## src/rtl/vram_arbiter.sv

```systemverilog
`default_nettype none
// ============================================================================
// Module   : vram_arbiter
// Purpose  : Two-requester arbiter for the single-port VRAM (display / draw)
//            with registered commands and a tagged read-return pipeline.
// Revision : 1.0
// ============================================================================
module vram_arbiter #(
    parameter int unsigned ADDR_W     = 16,
    parameter int unsigned DATA_W     = 16,
    parameter int unsigned MEM_LAT    = 1,
    parameter int unsigned STARVE_MAX = 4
) (
    input  logic              clk_i,
    input  logic              reset_i,
    input  logic              disp_req_i,
    input  logic [ADDR_W-1:0] disp_addr_i,
    input  logic              disp_urgent_i,
    output logic              disp_ack_o,
    output logic              disp_rvalid_o,
    output logic [DATA_W-1:0] disp_rdata_o,
    input  logic              draw_req_i,
    input  logic              draw_we_i,
    input  logic [ADDR_W-1:0] draw_addr_i,
    input  logic [DATA_W-1:0] draw_wdata_i,
    output logic              draw_ready_o,
    output logic              draw_rvalid_o,
    output logic [DATA_W-1:0] draw_rdata_o,
    output logic              mem_en_o,
    output logic              mem_we_o,
    output logic [ADDR_W-1:0] mem_addr_o,
    output logic [DATA_W-1:0] mem_wdata_o,
    input  logic [DATA_W-1:0] mem_rdata_i
);

    localparam logic [3:0] c_starve_max = 4'(STARVE_MAX);

    logic [3:0]        starve_cnt_q, starve_cnt_d;
    logic              mem_en_q, mem_we_q;
    logic [ADDR_W-1:0] mem_addr_q;
    logic [DATA_W-1:0] mem_wdata_q;
    logic [MEM_LAT:0]  tag_vld_q;
    logic [MEM_LAT:0]  tag_own_q;   // 1 = draw engine owns the read
    logic              disp_rvalid_q, draw_rvalid_q;
    logic [DATA_W-1:0] disp_rdata_q, draw_rdata_q;

    logic w_disp_acc, w_draw_acc, w_rd_issue, w_ret_vld, w_ret_own;

    always_comb begin
        w_disp_acc = !reset_i && disp_req_i &&
                     (disp_urgent_i || !draw_req_i || (starve_cnt_q < c_starve_max));
        w_draw_acc = !reset_i && draw_req_i && !w_disp_acc;
        w_rd_issue = w_disp_acc || (w_draw_acc && !draw_we_i);
        w_ret_vld  = tag_vld_q[MEM_LAT];
        w_ret_own  = tag_own_q[MEM_LAT];

        starve_cnt_d = 4'd0;
        if (draw_req_i && !w_draw_acc) begin
            starve_cnt_d = (starve_cnt_q >= c_starve_max) ? c_starve_max
                                                          : starve_cnt_q + 4'd1;
        end
    end

    always_ff @(posedge clk_i) begin
        if (reset_i) begin
            starve_cnt_q  <= 4'd0;
            mem_en_q      <= 1'b0;
            mem_we_q      <= 1'b0;
            mem_addr_q    <= '0;
            mem_wdata_q   <= '0;
            tag_vld_q     <= '0;
            tag_own_q     <= '0;
            disp_rvalid_q <= 1'b0;
            draw_rvalid_q <= 1'b0;
            disp_rdata_q  <= '0;
            draw_rdata_q  <= '0;
        end else begin
            starve_cnt_q <= starve_cnt_d;
            mem_en_q     <= w_disp_acc || w_draw_acc;
            mem_we_q     <= w_draw_acc && draw_we_i;
            if (w_disp_acc) begin
                mem_addr_q <= disp_addr_i;
            end else if (w_draw_acc) begin
                mem_addr_q  <= draw_addr_i;
                mem_wdata_q <= draw_wdata_i;
            end

            // Tag stage k lines up with the memory cycle issue+k.
            tag_vld_q <= {tag_vld_q[MEM_LAT-1:0], w_rd_issue};
            tag_own_q <= {tag_own_q[MEM_LAT-1:0], w_draw_acc};

            disp_rvalid_q <= w_ret_vld && !w_ret_own;
            draw_rvalid_q <= w_ret_vld &&  w_ret_own;
            if (w_ret_vld && !w_ret_own) disp_rdata_q <= mem_rdata_i;
            if (w_ret_vld &&  w_ret_own) draw_rdata_q <= mem_rdata_i;
        end
    end

    assign disp_ack_o    = w_disp_acc;
    assign draw_ready_o  = w_draw_acc;
    assign mem_en_o      = mem_en_q;
    assign mem_we_o      = mem_we_q;
    assign mem_addr_o    = mem_addr_q;
    assign mem_wdata_o   = mem_wdata_q;
    assign disp_rvalid_o = disp_rvalid_q;
    assign disp_rdata_o  = disp_rdata_q;
    assign draw_rvalid_o = draw_rvalid_q;
    assign draw_rdata_o  = draw_rdata_q;

endmodule
`default_nettype wire
```

## config.mk

```make
export PLATFORM = sky130hd
export DESIGN_NAME = vram_arbiter
export DESIGN_NICKNAME = d
export VERILOG_FILES = /design/src/rtl/vram_arbiter.sv
export SDC_FILE = /design/constraint.sdc
export NUM_CORES = 1
export LEC_CHECK = 0
export BUFFER_PORTS_ARGS = -buffer_cell sky130_fd_sc_hd__buf_4
export CAP_MARGIN = 20
export CORE_ASPECT_RATIO = 0.9
export CORE_MARGIN = 5
export CORE_UTILIZATION = 46
export DETAILED_ROUTE_END_ITERATION = 12
export GPL_ROUTABILITY_DRIVEN = 1
export HOLD_SLACK_MARGIN = 0.12
export PLACE_DENSITY = 0.78
export SLEW_MARGIN = 20
export SYNTH_ARGS = -nofsm -noshare
export SYNTH_HDL_FRONTEND = slang
export SYNTH_SLANG_ARGS = --single-unit
```

## constraint.sdc

```tcl
create_clock -name clk_i -period 1.9 [get_ports clk_i]
set_clock_uncertainty 0.05 [all_clocks]
set_input_delay 0.095 -clock clk_i [delete_from_list [all_inputs] [get_ports clk_i]]
set_output_delay 0.095 -clock clk_i [all_outputs]
set_load 0.1 [all_outputs]
```

==> results of run 1 <==
metal layers:
layer	wire length, microns	part of all wire, %	GRT usage (%)	vias up
met3	901	9.4	8.86	20
met2	4770	50	42.0	148
li1	-	-	-	1399
met4	147	1.5	6.82	0
met5	0	0	0	-
met1	3780	39	27.6	1350
report_power, final:
group | total (uW) | switching, uW | leakage [uW] | internal [uW]
logic | 1190 | 788 | 0.00156 | 404
clock network | 1600 | 593 | 0.000127 | 1010
registers | 1730 | 50.1 | 0.000623 | 1680
total | 4520 | 1430 | 0.00231 | 3090
cell usage after synthesis:
| cell type | instances | area share (%) |
|---|---|---|
| ha_1 | 1 | 0.42 |
| clkbuf_1 | 6 | 0.76 |
| mux2_4 | 8 | 4.1 |
| o21bai_4 | 1 | 0.64 |
| and2_1 | 2 | 0.42 |
| inv_1 | 2 | 0.25 |
| mux2i_1 | 16 | 5.4 |
| o211ai_2 | 1 | 0.42 |
| inv_2 | 1 | 0.13 |
| conb_1 | 1 | 0.13 |
| buf_4 | 1 | 0.25 |
| mux2_2 | 24 | 9.1 |
| nand2b_4 | 1 | 0.47 |
| a21oi_1 | 33 | 5.6 |
| o21ai_0 | 1 | 0.17 |
| dfxtp_1 | 76 | 52 |
| a21oi_4 | 1 | 0.55 |
| buf_2 | 8 | 1.4 |
| nor2b_1 | 19 | 4.0 |
| buf_12 | 1 | 0.68 |
| nor2_1 | 21 | 2.7 |
| buf_6 | 4 | 1.5 |
| nor4b_1 | 1 | 0.30 |
| nand2_1 | 66 | 8.4 |
| nand2b_1 | 1 | 0.21 |
| nor3_1 | 3 | 0.51 |
critical path, stage by stage:
cell and delay (ps):
dlygate4sd3_1 550, buf_4 170, nand2b_4 160, a21oi_4 100
buf_4 290, buf_6 280
area by class of cell:
class,count,area (sq um),area share (%)
Timing Repair Buffer,218,1840,36.6
Sequential cell,76,1520,30.2
Multi-Input combinational cell,201,1290,25.6
Clock inverter,6,136,2.71
Clock buffer,10,128,2.53
Tap cell,87,109,2.16
Inverter,3,11.3,0.224
flip-flops by register name, summed over array words and instances, names as in the netlist:
signal and flops:
tag_vld_q 2, mem_en_o 1, disp_rdata_o 16, mem_addr_o 16, mem_we_o 1, draw_rvalid_o 1, mem_wdata_o 16, draw_rdata_o 16
starve_cnt_q 4, disp_rvalid_o 1, tag_own_q 2
cell families after synthesis:
kind of cell | count (synthesis) | synth area share [%]
mux | 48 | 18.6
fa+ha+maj | 1 | 0.423
simple gates | 114 | 17.0
compound gates | 37 | 7.37
flops | 76 | 51.5
other cells | 1 | 0.127
buf+inv | 23 | 4.96
per-stage QoR:
step                instances  total power, uW  setup slack, ps
floorplan                 300             2530              370
global placement          511             2790              459
detailed placement        511             2800              405
CTS                       601             4510             7.43
global route              601             4670             39.0
finish                    601             4520              101
how the worst min path moves through the flow:
stage,endpoint,slack [ps],depth (start not counted)
final,starve_cnt_q[2]$_SDFF_PP0_,310,4
after global placement,mem_we_o$_SDFF_PP0_,270,2
after CTS,starve_cnt_q[2]$_SDFF_PP0_,290,4
after detailed placement,mem_we_o$_SDFF_PP0_,260,2
after global routing,starve_cnt_q[2]$_SDFF_PP0_,310,4
after floorplan,tag_own_q[0]$_SDFF_PP0_,130,1
repair_timing:
action / in CTS / in global routing
setup buffers: 0 / 0
endpoints found under the setup margin: 0 / 27
gates resized for setup: 0 / 3
endpoints found under the hold margin: 75 / 0
hold buffers: 74 / 0
==> results.json, run 1 <==
{
  "status": "finished, final reports clean",
  "dpl-instance-area_sq_mm": 0.00402,
  "worst_pin_slew_ps": 876,
  "drtAntennaViolNets": 0,
  "crit_path_start": "reset_i",
  "detailed_place_hpwl_microns": 5560,
  "syn_area_sq_mm": 0.00295,
  "ir_worst_vdd_uv": 516,
  "cts.clk_slew.worst_paths_ps": 70,
  "hp-class": "in -> reg",
  "fmax_mhz": 556,
  "final.setup.tns_ps": 0,
  "gr-total-overflow": 0,
  "layout_commonest_cell": "buf_4",
  "fin_crit_ps": 1800,
  "synth_nets": 371,
  "end_kind": "output pin",
  "cts_buffer_depth": 2,
  "final-setup-viol-count": 0,
  "maxSlewViolCount": 0,
  "die_h_microns": 86.0,
  "relSlewSlack_pct": 41.6,
  "drc_errors": 0,
  "critPathKind": "in -> out",
  "max-cap-violations": 0,
  "cp.arrival_ps": 1650,
  "die-area_sq_mm": 0.00813,
  "drive_above_1_share_pct": 38.3,
  "whs_ps": 309,
  "r2r_end": "tag_vld_q[0]$_SDFF_PP0_",
  "drtPass1Iterations": 4,
  "rsz0062_at_grt": "false",
  "period_share_pct": 94.7,
  "grt_start_max_net_pins": 39,
  "nFillCells": 367,
  "postSynthCellCount": 300,
  "final_hold_viol_count": 0,
  "viasPerCell": 4.85,
  "cp-start-kind": "input pin",
  "cp-endpoint": "draw_ready_o",
  "synth_cell_types": 26,
  "ys_ff_latch": 76,
  "yosysWarnings": 0,
  "power_density_mw_per_mm2": 898,
  "rows": 27,
  "wire_per_inst_microns": 16.0,
  "cts_made_buffers": 9,
  "antenna_found_initial": 0,
  "cp_max_fo": 18,
  "first_global_vias": 3080,
  "grt_pass1_wl_microns": 15200,
  "layout.nets": 580,
  "vias": 2917,
  "final_cell_mix": "buf_4, dfxtp_1, dlygate4sd3_1",
  "rr_startpoint": "starve_cnt_q[2]$_SDFF_PP0_",
  "final_area_sq_mm": 0.00503,
  "hp-start": "disp_urgent_i",
  "cts_tree": "built",
  "synthToLayoutAreaGrowth_pct": 70.4,
  "critPathRequiredTime_ps": 1750,
  "place_congestion": 0.794,
  "yosysSeqAreaShare_pct": 51.5,
  "clock-root-buffer": "clkbuf_8",
  "h-tree-depth": 3,
  "reg2reg_depth": 4,
  "port_buffers": 139,
  "synth_area_per_cell_sq_um": 9.85,
  "n_antenna_cell": 0,
  "grt_use_total_pct": 24.1,
  "ios": 140,
  "insertion_delay_ps": 340,
  "initialDrtViolationCount": 99,
  "initial_core_util_pct": 47.8,
  "finalWirelength_microns": 9600,
  "final_core_util_pct": 81.4,
  "rrSetupSlack_ps": 220,
  "p_leak_uw": 0.00231,
  "cts.sink_count": 76,
  "coreArea_sq_mm": 0.00618,
  "fp.dieW_microns": 94.5
}
Note: power is estimated with default switching activity, not from simulation.
==> inputs of run 2 (changes only) <==
CORE_ASPECT_RATIO = 0.75   (was 0.9)
==> results.json, run 2 (synthesized netlist as in run 1, its figures left out) <==
{
  "status": "finished, final reports clean",
  "grt_pass1_wl_microns": 14300,
  "end_kind": "output pin",
  "antenna_found_initial": 0,
  "whs_ps": 164,
  "fp.dieW_microns": 103,
  "layout.nets": 580,
  "drive_above_1_share_pct": 38.3,
  "cts_made_buffers": 9,
  "initialDrtViolationCount": 73,
  "power_density_mw_per_mm2": 806,
  "ir_worst_vdd_uv": 555,
  "first_global_vias": 2984,
  "rows": 25,
  "initial_core_util_pct": 47.0,
  "combPwrFrac_pct": 29.7,
  "ios": 140,
  "drtPass1Iterations": 4,
  "fmax_mhz": 558,
  "rsz0062_at_grt": "false",
  "relSlewSlack_pct": 45.9,
  "vias": 2842,
  "p_leak_uw": 0.00226,
  "cts.clk_slew.worst_paths_ps": 80,
  "n_antenna_cell": 0,
  "post_cts_buffers": 0,
  "internal_power_uw": 2550,
  "wire_per_inst_microns": 15.3,
  "place_congestion": 0.775,
  "swShare_pct": 35.9,
  "reg2reg_depth": 5,
  "cts.sink_count": 76,
  "cp.arrival_ps": 1650,
  "cp-start-kind": "input pin",
  "cts_tree": "built",
  "cp_max_fo": 18,
  "layout_commonest_cell": "buf_4",
  "fin_crit_ps": 1790,
  "viasPerCell": 4.78,
  "critPathKind": "in -> out",
  "hp-class": "in -> reg",
  "coreArea_sq_mm": 0.00629,
  "synthToLayoutAreaGrowth_pct": 67.1,
  "h-tree-depth": 3,
  "p_sw_uw": 1430,
  "finalWirelength_microns": 9090,
  "grt_use_total_pct": 22.9,
  "cts_buffer_depth": 2,
  "p_clk_share_pct": 27.0,
  "port_buffers": 139,
  "whs_path_depth": 4,
  "drc_errors": 0,
  "insertion_delay_ps": 350,
  "gr-total-overflow": 0,
  "p_seq_share_pct": 43.3,
  "period_share_pct": 94.3,
  "die_h_microns": 79.4,
  "die-area_sq_mm": 0.00814,
  "drtAntennaViolNets": 0,
  "final-setup-viol-count": 0,
  "detailed_place_hpwl_microns": 5570,
  "grt_start_max_net_pins": 44,
  "maxSlewViolCount": 0,
  "final_hold_viol_count": 0,
  "max-cap-violations": 0,
  "final.setup.tns_ps": 0,
  "critPathRequiredTime_ps": 1750,
  "clock-root-buffer": "clkbuf_8",
  "worst_pin_slew_ps": 811,
  "final_cell_mix": "buf_4, dfxtp_1, dlygate4sd3_1"
}
==> run 2: cell types whose count changed in the layout (fill, tap and decap cells not counted), sizes merged <==
cell / change
buf: +1
bufinv: -4
dlygate4sd3: -1
clkinv: +2
clkinvlp: +2
==> run 2: timing repair <==
item	CTS	global route
endpoints found under the setup margin	0	24
gates resized for setup	0	3
hold buffers	73	0
hold endpoints to repair	74	0
==> run 2: worst paths after layout <==
kind	end	slack [ps]	start
setup / recovery	draw_ready_o	110	reset_i
hold / removal	tag_vld_q[0]$_SDFF_PP0_	160	disp_urgent_i
setup reg to reg	disp_rdata_o[9]$_SDFFE_PP0P_	290	tag_vld_q[1]$_SDFF_PP0_
hold reg to reg	starve_cnt_q[0]$_SDFF_PP0_	390	starve_cnt_q[0]$_SDFF_PP0_
==> run 2: cell type report <==
| class | instances | area, sq um |
|---|---|---|
| Inverter | 3 | 11.3 |
| Multi-Input combinational cell | 201 | 1290 |
| Clock buffer | 10 | 128 |
| Timing Repair Buffer | 218 | 1840 |
| Clock inverter | 6 | 41.3 |
| Sequential cell | 76 | 1520 |
| Tap cell | 81 | 101 |
| Fill cell | 397 | 1350 |
==> run 2: through the flow <==
| step | setup slack (ps) | cell area, sq um | util, % | power, uW | cells |
|---|---|---|---|---|---|
| detailed placement | 379 | 4020 | 64.0 | 2800 | 506 |
| finish | 109 | 4940 | 78.5 | 3980 | 595 |
| floorplan | 370 | 2950 | - | 2530 | 300 |
| CTS | 42.5 | 4920 | 78.3 | 3990 | 595 |
| global placement | 446 | 4020 | 64.0 | 2790 | 506 |
| global route | 54.1 | 4940 | 78.5 | 4130 | 595 |
==> run 2: power by group through the flow <==
stage / Clock, uW / Combinational, uW / Sequential (uW)
floorplan: 0 / 230 / 2300
global placement: 0 / 1040 / 1750
detailed placement: 0 / 1050 / 1750
CTS: 1100 / 1170 / 1720
global route: 1170 / 1230 / 1730
finish: 1070 / 1180 / 1720
==> run 2: routing by layer <==
metal	global-route usage (%)	routed length, microns	up-vias
met4	6.82	116	0
li1	-	-	1398
met1	25.4	3490	1303
met2	39.4	4460	127
met3	9.96	1020	14
met5	0	0	-
==> run 2: critical path, stage by stage <==
cell and delay, ps:
dlygate4sd3_1 550, buf_4 170, nand2b_4 160, a21oi_4 100
buf_4 290, buf_6 270
==> inputs of run 3 (changes only) <==
CORE_MARGIN = 10   (was 5)
SLEW_MARGIN = 30   (was 20)
==> results.json, run 3 (synthesized netlist as in run 1, its figures left out) <==
{
  "status": "finished, final reports clean",
  "swShare_pct": 35.3,
  "rsz0062_at_grt": "false",
  "layout.nets": 576,
  "maxSlewViolCount": 0,
  "post_cts_buffers": 0,
  "total_power_uw": 4180,
  "ios": 140,
  "register_area_sq_mm": 0.00152,
  "final-setup-viol-count": 0,
  "hp-class": "in -> reg",
  "drtAntennaViolNets": 0,
  "relSlewSlack_pct": 55.3,
  "synthToLayoutAreaGrowth_pct": 66.3,
  "cp.arrival_ps": 1700,
  "finalWirelength_microns": 10100,
  "p_seq_share_pct": 41.2,
  "dp_slack_ps": 441,
  "setup_slack_ps": 59.5,
  "insertion_delay_ps": 350,
  "dpl-instance-area_sq_mm": 0.00401,
  "n_antenna_cell": 0,
  "drive_above_1_share_pct": 38.8,
  "viasPerCell": 4.81,
  "coreArea_sq_mm": 0.00626,
  "critPathKind": "in -> out",
  "final_cell_mix": "buf_4, dfxtp_1, dlygate4sd3_1",
  "final_area_sq_mm": 0.00491,
  "end_kind": "output pin",
  "cp-start-kind": "input pin",
  "p_clk_share_pct": 30.4,
  "gr-total-overflow": 0,
  "h-tree-depth": 3,
  "combPwrFrac_pct": 28.3,
  "initialDrtViolationCount": 97,
  "multiInputGateArea_sq_mm": 0.00129,
  "antenna_found_initial": 0,
  "nFillCells": 388,
  "die_h_microns": 89.4,
  "final_cell_count_no_fill": 591,
  "max-cap-violations": 0,
  "wire_per_inst_microns": 17.0,
  "final.setup.tns_ps": 0,
  "layout_commonest_cell": "buf_4",
  "cts_made_buffers": 9,
  "die-area_sq_mm": 0.0101,
  "detailed_place_hpwl_microns": 6260,
  "rows": 25,
  "cts_tree": "built",
  "ir_worst_vdd_uv": 706,
  "port_buffers": 139,
  "grt_start_max_net_pins": 51,
  "p_leak_uw": 0.00225,
  "cp_max_fo": 7,
  "fmax_mhz": 543,
  "fp.dieW_microns": 113,
  "critPathRequiredTime_ps": 1750,
  "clock-root-buffer": "clkbuf_8",
  "internal_power_uw": 2700,
  "grt_use_total_pct": 20.2,
  "cts.clk_slew.worst_paths_ps": 80,
  "final_hold_viol_count": 0,
  "worst_pin_slew_ps": 670,
  "grt_pass1_wl_microns": 16100,
  "first_global_vias": 3181,
  "power_density_mw_per_mm2": 850,
  "cts.sink_count": 76,
  "fin_crit_ps": 1840,
  "dp_cells": 506,
  "cts_buffer_depth": 2,
  "p_sw_uw": 1480,
  "vias": 2840,
  "initial_core_util_pct": 47.2,
  "place_congestion": 0.741,
  "period_share_pct": 96.9,
  "drtPass1Iterations": 4,
  "drc_errors": 0
}
==> run 3: cell types whose count changed in the layout (fill, tap and decap cells not counted) <==
cell,before,now
buf_12,1,0
buf_6,1,2
bufinv_16,0,1
clkbuf_1,1,0
clkinv_2,2,1
clkinv_4,1,0
clkinvlp_4,3,1
dlygate4sd3_1,72,69
dlymetal6s4s_1,1,0
inv_6,0,2
inv_8,0,2
o211ai_2,0,1
o211ai_4,1,0
==> run 3: cell type report <==
| cell class | instances | share of cell area [%] |
|---|---|---|
| Multi-Input combinational cell | 201 | 26.2 |
| Clock inverter | 7 | 1.68 |
| Inverter | 3 | 0.229 |
| Tap cell | 81 | 2.06 |
| Sequential cell | 76 | 31.0 |
| Clock buffer | 9 | 2.52 |
| Timing Repair Buffer | 214 | 36.4 |
==> run 3: power groups by stage <==
stage	registers, uW	logic, uW	clock network, uW
detailed placement	1750	1050	0
finish	1720	1180	1270
global route	1730	1230	1380
global placement	1750	1040	0
floorplan	2300	230	0
CTS	1720	1170	1300
==> run 3: timing repair <==
item	CTS	global route
hold buffers	69	0
hold endpoints to repair	72	0
resized for setup	0	2
setup endpoints to repair	0	1
==> run 3: through the flow <==
stage	util [%]	hold slack (ps)
2_1_floorplan	-	134
3_3_place_gp	64.1	266
3_5_place_dp	64.1	258
4_1_cts	78.4	127
5_1_grt	78.5	155
6_report	78.5	151
==> run 3: worst paths after layout <==
kind	start	endpoint	slack [ps]	depth (start not counted)
setup reg to reg	starve_cnt_q[3]$_SDFF_PP0_	mem_wdata_o[15]$_SDFFE_PP0P_	430	4
setup / recovery	disp_urgent_i	disp_ack_o	60	7
hold / removal	draw_req_i	mem_en_o$_SDFF_PP0_	150	3
hold reg to reg	tag_vld_q[0]$_SDFF_PP0_	tag_vld_q[1]$_SDFF_PP0_	380	1
==> run 3: critical path: stages <==
cell           delay (ps)
dlygate4sd3_1         570
buf_4                 140
o21bai_4              190
o211ai_2              210
buf_4                 200
inv_1                  60
buf_4                 230
==> run 3: layer usage <==
| metal | routed length (microns) | track usage (%) |
|---|---|---|
| met1 | 3770 | 19.6 |
| met2 | 4990 | 36.8 |
| met3 | 1080 | 10.7 |
| met4 | 218 | 6.78 |
| met5 | 0 | 0 |
